$ cat src/rtl/x2050_pkg.sv
// Shared definitions for the 2050 IAR/ILC slice: IV microorder encodings and
// IBM bit-numbering helpers (IBM bit 0 is the MSB).
package x2050_pkg;

    localparam logic [2:0] IV_NOP    = 3'd0;
    localparam logic [2:0] IV_LDT    = 3'd1;
    localparam logic [2:0] IV_INC2   = 3'd2;
    localparam logic [2:0] IV_INC4   = 3'd3;
    localparam logic [2:0] IV_INCILC = 3'd4;
    localparam logic [2:0] IV_DECILC = 3'd5;

    function automatic int ibm_idx(input int width, input int ibm_bit);
        return width - 1 - ibm_bit;
    endfunction

    // Vector indices of the IBM bits this slice cares about
    localparam int T_LSB_IDX = ibm_idx(32, 31);
    localparam int OP_B0_IDX = ibm_idx(8, 0);
    localparam int OP_B1_IDX = ibm_idx(8, 1);

endpackage

$ cat src/rtl/x2050iar_ilcdec.sv
// Combinational opcode-to-ILC decoder; the top two IBM opcode bits give the
// instruction length in halfwords.
module x2050ilcdec
    import x2050_pkg::*;
(
    input  logic [7:0] i_op,
    output logic [1:0] o_ilc
);

    logic [1:0] len_sel_s;
    logic       unused_op_s;

    assign len_sel_s   = {i_op[OP_B0_IDX], i_op[OP_B1_IDX]};
    assign unused_op_s = ^i_op[5:0];

    // RR = 1 halfword, RX/RS/SI = 2, SS = 3
    always_comb begin
        o_ilc = 2'd1;
        case (len_sel_s)
            2'b00:   o_ilc = 2'd1;
            2'b01:   o_ilc = 2'd2;
            2'b10:   o_ilc = 2'd2;
            2'b11:   o_ilc = 2'd3;
            default: o_ilc = 2'd1;
        endcase
    end

endmodule

$ cat src/rtl/x2050iar.sv
// Instruction address register and instruction length code, updated on
// ROS-advance cycles under the IV microorder, with sticky odd-address flag.
module x2050iar
    import x2050_pkg::*;
#(
    parameter int               IAR_W     = 24,
    parameter logic [IAR_W-1:0] RESET_IAR = 24'h000000
) (
    input  logic             i_clk,
    input  logic             i_reset,
    input  logic             i_ros_advance,
    input  logic [2:0]       i_iv,
    input  logic [31:0]      i_t_reg,
    input  logic             i_ilc_load,
    input  logic [7:0]       i_op,
    input  logic             i_clr_chk,
    output logic [IAR_W-1:0] o_iar,
    output logic [1:0]       o_ilc,
    output logic             o_iar_spec,
    output logic             o_iar_wrap
);

    logic [IAR_W-1:0] iar_r, iar_n_s, delta_s;
    logic [IAR_W:0]   add_s, sub_s;
    logic [1:0]       ilc_r, ilc_n_s, ilc_dec_s;
    logic             spec_r, spec_n_s, wrap_r, wrap_n_s;
    logic             unused_t_s;

    assign unused_t_s = ^i_t_reg[31:IAR_W];

    x2050ilcdec u_ilcdec (
        .i_op  (i_op),
        .o_ilc (ilc_dec_s)
    );

    // Next-state: IV arithmetic uses the ILC held before this edge
    always_comb begin
        iar_n_s  = iar_r;
        ilc_n_s  = ilc_r;
        spec_n_s = spec_r;
        wrap_n_s = 1'b0;
        delta_s  = '0;
        case (i_iv)
            IV_INC2:   delta_s = IAR_W'(3'd2);
            IV_INC4:   delta_s = IAR_W'(3'd4);
            IV_INCILC: delta_s = IAR_W'({ilc_r, 1'b0});
            IV_DECILC: delta_s = IAR_W'({ilc_r, 1'b0});
            default:   delta_s = '0;
        endcase
        add_s = {1'b0, iar_r} + {1'b0, delta_s};
        sub_s = {1'b0, iar_r} - {1'b0, delta_s};
        if (i_ros_advance) begin
            case (i_iv)
                IV_LDT: begin
                    iar_n_s = i_t_reg[IAR_W-1:0];
                end
                IV_INC2, IV_INC4, IV_INCILC: begin
                    iar_n_s  = add_s[IAR_W-1:0];
                    wrap_n_s = add_s[IAR_W];
                end
                IV_DECILC: begin
                    iar_n_s  = sub_s[IAR_W-1:0];
                    wrap_n_s = sub_s[IAR_W];
                end
                default: begin
                    iar_n_s = iar_r;
                end
            endcase
            if (i_ilc_load) begin
                ilc_n_s = ilc_dec_s;
            end else begin
                ilc_n_s = ilc_r;
            end
            if ((i_iv == IV_LDT) && i_t_reg[T_LSB_IDX]) begin
                spec_n_s = 1'b1;
            end else if (i_clr_chk) begin
                spec_n_s = 1'b0;
            end else begin
                spec_n_s = spec_r;
            end
        end else begin
            wrap_n_s = 1'b0;
        end
    end

    // State registers with synchronous reset
    always_ff @(posedge i_clk) begin
        if (i_reset) begin
            iar_r  <= RESET_IAR;
            ilc_r  <= 2'd0;
            spec_r <= 1'b0;
            wrap_r <= 1'b0;
        end else begin
            iar_r  <= iar_n_s;
            ilc_r  <= ilc_n_s;
            spec_r <= spec_n_s;
            wrap_r <= wrap_n_s;
        end
    end

    assign o_iar      = iar_r;
    assign o_ilc      = ilc_r;
    assign o_iar_spec = spec_r;
    assign o_iar_wrap = wrap_r;

endmodule

$ cat config.mk
export PLATFORM = sky130hd
export DESIGN_NAME = x2050iar
export DESIGN_NICKNAME = d
export VERILOG_FILES = /design/src/rtl/x2050_pkg.sv /design/src/rtl/x2050iar_ilcdec.sv /design/src/rtl/x2050iar.sv
export SDC_FILE = /design/constraint.sdc
export NUM_CORES = 1
export LEC_CHECK = 0
export CAP_MARGIN = 20
export CELL_PAD_IN_SITES_DETAIL_PLACEMENT = 1
export CELL_PAD_IN_SITES_GLOBAL_PLACEMENT = 2
export CORE_MARGIN = 8
export CORE_UTILIZATION = 26
export DETAILED_ROUTE_END_ITERATION = 10
export PLACE_DENSITY_LB_ADDON = 0.1
export SETUP_SLACK_MARGIN = 0.4
export SLEW_MARGIN = 0
export SYNTH_ARGS = -nofsm -noshare
export SYNTH_HDL_FRONTEND = slang
export SYNTH_SLANG_ARGS = --single-unit
$ cat constraint.sdc
create_clock -name i_clk -period 4.6 [get_ports i_clk]
set_clock_uncertainty 0.1 [all_clocks]
set_input_delay 0.92 -clock i_clk [delete_from_list [all_inputs] [get_ports i_clk]]
set_output_delay 0.92 -clock i_clk [all_outputs]
set_load 0.005 [all_outputs]
## Word-level counts from Yosys, hierarchy flattened

Cells that the tools add are included.

| operators by class | value |
|---|---|
| bitwise gates (word level) | 1 |
| multiplexer cells | 6 |
| $add $sub $neg | 2 |
| equality and inequality tests | 8 |
| reductions and logical operators | 11 |

Operators with widths:

| operator | count |
|---|---|
| $pmux W24 S3 | 1 |
| $add A24 B24 Y25 | 1 |
| $sub A24 B24 Y25 | 1 |
| $pmux W3 S3 | 1 |
| $eq A3 B2 Y1 const B | 2 |
| $eq A3 B3 Y1 const B | 2 |
| $pmux W2 S3 | 1 |
| $reduce_and A2 Y1 | 3 |
| $reduce_or A2 Y1 | 3 |
| $eq A2 B2 Y1 const B | 2 |
| $eq A3 B1 Y1 const B | 1 |
| $reduce_bool A3 Y1 | 1 |
| $reduce_or A3 Y1 | 1 |
| $eq A2 B1 Y1 const B | 1 |
| $logic_not A2 Y1 | 1 |
| $mux W1 | 2 |
| $pmux W1 S2 | 1 |
| $reduce_bool A2 Y1 | 1 |
| $logic_and A1 B1 Y1 | 1 |
| $not A1 Y1 | 1 |

| word-level totals | value |
|---|---|
| output and inout bits | 28 |
| input bits | 48 |
| register bits | 28 |

## Depth between registers and ports, before layout

| logic depth | value |
|---|---|
| depth in word-level cells | 5 |
| gate-level depth with buffers | 12 |
| gate-level depth less buffers | 12 |

## Hierarchy

From an unflattened synthesis, not the netlist that was laid out.

| second synthesis, totals | value |
|---|---|
| cell total of the unflattened synthesis | 366 |
| area total of the unflattened synthesis | 2611.3 um^2 |

By module, submodules not included:

| module | instances | area an instance (um^2) | cells an instance | sequential area each (um^2) |
|---|---|---|---|---|
| x2050iar | 1 | 2583.7 | 361 | 560.5 |
| x2050ilcdec | 1 | 27.5 | 5 | 0.0 |

## Worst setup path after synthesis

OpenSTA, ideal clock, no wires.

| timing path | value |
|---|---|
| kind | input to register |
| start | input port i_iv[1] |
| end | register iar_r[17] (netlist: o_iar[17]) |
| arrival time | 3.297 ns |
| slack | 1.072 ns |
| stages | 11 |
| data required time | 4.368 ns |
| library setup time | 0.132 ns |
| cells stage by stage | inv_1 -> ha_1 -> nor2_1 -> ha_1 -> fa_1 -> nand3_1 -> nor4_1 -> and3_1 -> o21ai_0 -> a222oi_1 -> nor3_1 |

| on the way | value |
|---|---|
| cells in the longest elaborated chain, start to end | 5 |
| elaborated cells on any way between the ends | 13 |
| classes of those cells | add/sub: 2; eq/ne: 5; mux: 2; reduce/logical: 4 |

RTL lines:

| element | line | text |
|---|---|---|
| start, declared | x2050iar.sv:12 | `input logic [2:0] i_iv,` |
| $eq A3 B3 Y1 | x2050iar.sv:43, x2050iar.sv:53 |  |
| $reduce_or A2 Y1 (no source line) | - |  |
| $pmux W3 S3 | x2050iar.sv:43 | `case (i_iv)` |
| $sub A24 B24 Y25 or $add A24 B24 Y25 (tied branches) | x2050iar.sv:51, x2050iar.sv:50 |  |
| $pmux W24 S3 | x2050iar.sv:53 | `case (i_iv)` |
| end signal, assigned | x2050iar.sv:94 | `iar_r <= iar_n_s;` |
| end, declared | x2050iar.sv:23 | `logic [IAR_W-1:0] iar_r, iar_n_s, delta_s;` |

Parallel ways exist; a longest one is shown, timed or not.
A chain may end at the register's enable or synchronous reset.

## Worst setup path in the final report

| timing path | value |
|---|---|
| start | input port i_iv[2] |
| end | register iar_r[23] (netlist: o_iar[23]) |

Same word-level chain as after synthesis.

==> out/metrics.yaml <==
outcome: "finished, final reports clean"
setup_viol: 0
cp_slowest_cell: "clkdlybuf4s50_1"
comb_power_share_pct: 32.3
hold_ws_ns: 0.382
layout_commonest_cell: "clkdlybuf4s50_1"
crit_top_cell: "ha_1"
htreeDepth: 1
synth_area_per_cell_um2: 7.21
grt_max_degree: 22
track_usage_pct: 16.2
tightest_slew_ns: 0.966
register_area_um2: 561
cp_cell_sequence: "clkdlybuf4s50_1 -> ha_1 -> nor2_1 -> ha_1 -> inv_1 -> fa_1 -> nor4_4 -> buf_4 -> nand4_1 -> xnor2_1 -> a221oi_1 -> a221oi_2"
relSlewSlack_pct: 35.3
cp_max_fo: 7
cp-end-kind: "flop"
synth_ff_type: "dfxtp_1"
first_pass_iters: 4
grt_pass1_wl_um: 17000
io_pins: 76
cpLargestDelayFamily: "adder cells"
die_h_um: 115
cts_sinks: 28
drive_gt1_share_pct: 8.87
routedWlPerCell_um: 19.9
die_w_um: 115
grt_setup_unrepaired: "no"
crit_path_max_incr_delay_ns: 0.58
yosysSeqAreaShare_pct: 22.1
numCtsBuffers: 3
hold_buffers: 0
root_buffer: "clkbuf_8"
fill_cells: 1223
finalCritPeriodShare_pct: 84.4
clkPwrFrac_pct: 29.4
yosys_warnings: 0
p_leak_uw: 0.00113
max_cap_violations: 0
detail-route-antenna-nets: 0
cts_setup_buffers: 0
io_buffers: 61
nets: 464
min_period_ns: 3.88
die-area_um2: 13200
core_area_um2: 9640
fp-row-count: 36
area_growth_pct: 34.4
first_iter_violations: 121
clk_latency_ns: 0.30
totalWireLength_um: 10700
synth_top_area_share_pct: 22.1
synth_cell_types: 60
worst-endpoint-required_ns: 4.66
start_kind: "input pin"
place.gp.congestion: 0.785
cp_num_buf_inv: 3
final_cell_mix: "clkdlybuf4s50_1 (61), nor2_1 (35), a21oi_1 (29), nand2_1 (28), dfxtp_1 (28)"
final_hold_viol_count: 0
timing.fmax_mhz: 258
critPathKind: "in -> reg"
synth-edff-count: 0
syn_inst: 352
p_int_uw: 477
ys_async_sr_fraction_pct: 0
min_path_type: "reg -> reg"
maxSlewViolCount: 0
ys_seq_elements: 28
drc: 0
syn_nets: 409
netlist_area_um2: 2540
setup_tns_ns: 0
clock_path_buffers: 2
cts_resized: 0
drt-vias-per-instance: 5.60
dp_hpwl_um: 7920
clkTransAtPathRegs_ns: 0.12
ir_drop_uv: 98.9
antenna_found_initial: 0
p_seq_share_pct: 38.3
multi_input_area_um2: 1800
synth_area_leader_cell: "dfxtp_1"
start_util_pct: 26.3
synthTopCellsByArea: "dfxtp_1 (22%), a21oi_1 (5.7%), nor2_1 (5.2%), nand2_1 (4.1%), nor3_1 (4.1%)"
critPathArrivalTime_ns: 3.94
grt_overflow_total: 0
powerDensity_nw_per_um2: 209
switching_power_uw: 237
num_vias: 3019
grt_pass1_vias: 3108
antennaDiodeCount: 0
p_sw_share_pct: 33.2
cts_tree: "yes"
utilization_pct: 35.4
[power by group through the flow]
stage          Sequential [uW]  Combinational, uW  Clock, uW
3_3_place_gp               279                229          0
5_1_grt                    276                253        225
2_1_floorplan              269                136          0
6_report                   273                230        210
3_5_place_dp               279                232          0
4_1_cts                    274                233        221
[cells by family after synthesis]
group / share of synthesized area [%]
muxes: 0.789
buffers and inverters: 7.00
AOI/OAI and AO/OA: 30.8
xor gates and xnor gates: 1.04
DFF: 22.1
adders and majority gates: 5.03
and+or+nand+nor: 33.2
[sequential cells by signal, summed over array words and instances, names as in the netlist]
signal	flops
o_ilc	2
o_iar_spec	1
o_iar_wrap	1
o_iar	24
[routing by layer]
| metal | track usage [%] | part of all wire, % |
|---|---|---|
| met5 | 0 | 0 |
| met4 | 2.89 | 0.50 |
| met3 | 2.63 | 4.4 |
| met2 | 27.9 | 46 |
| met1 | 21.1 | 49 |
[worst paths after layout]
kind	slack (ns)	to	depth (start not counted)	start
min reg2reg	0.38	o_iar_spec	2	o_iar_spec
max	0.72	o_iar[23]	12	i_iv[2]
max reg2reg	1.76	o_iar[23]	11	o_ilc[0]
min	0.38	o_iar_spec	2	o_iar_spec
[worst min-delay path, delay by kind of cell, from the launching register on]
| family | cells | cell delay, ns |
|---|---|---|
| and+or+nand+nor | 1 | 0.06 |
| AOI/OAI and AO/OA | 1 | 0.06 |
| DFF | 1 | 0.33 |
[Yosys cell counts (all sizes together), types with 8 or more instances]
library cell   n
or3            8
dfxtp         28
a221oi         9
clkbuf        23
nand2         28
a21oi         29
nor3          22
a211oi         8
nor4          11
inv           11
o21ai         16
nor2          35
nand3         15
[cell type report]
type / count / share of cell area, %
multi-input cells: 283 / 52.9
repair buffers: 80 / 22.5
flip-flops and latches: 28 / 16.4
well taps: 133 / 4.88
clock buffers: 3 / 1.21
inverters: 11 / 1.21
clock inverters: 1 / 0.881
[metrics by stage]
stage,power (uW),setup slack [ns],instance area (um^2),std cells
finish,714,0.719,3410,539
global route,754,0.556,3410,539
CTS,727,0.694,3410,539
detailed placement,510,0.380,3340,535
global placement,508,0.412,3340,535
floorplan,405,1.07,2540,352
Power figures use the tool's default switching activity.
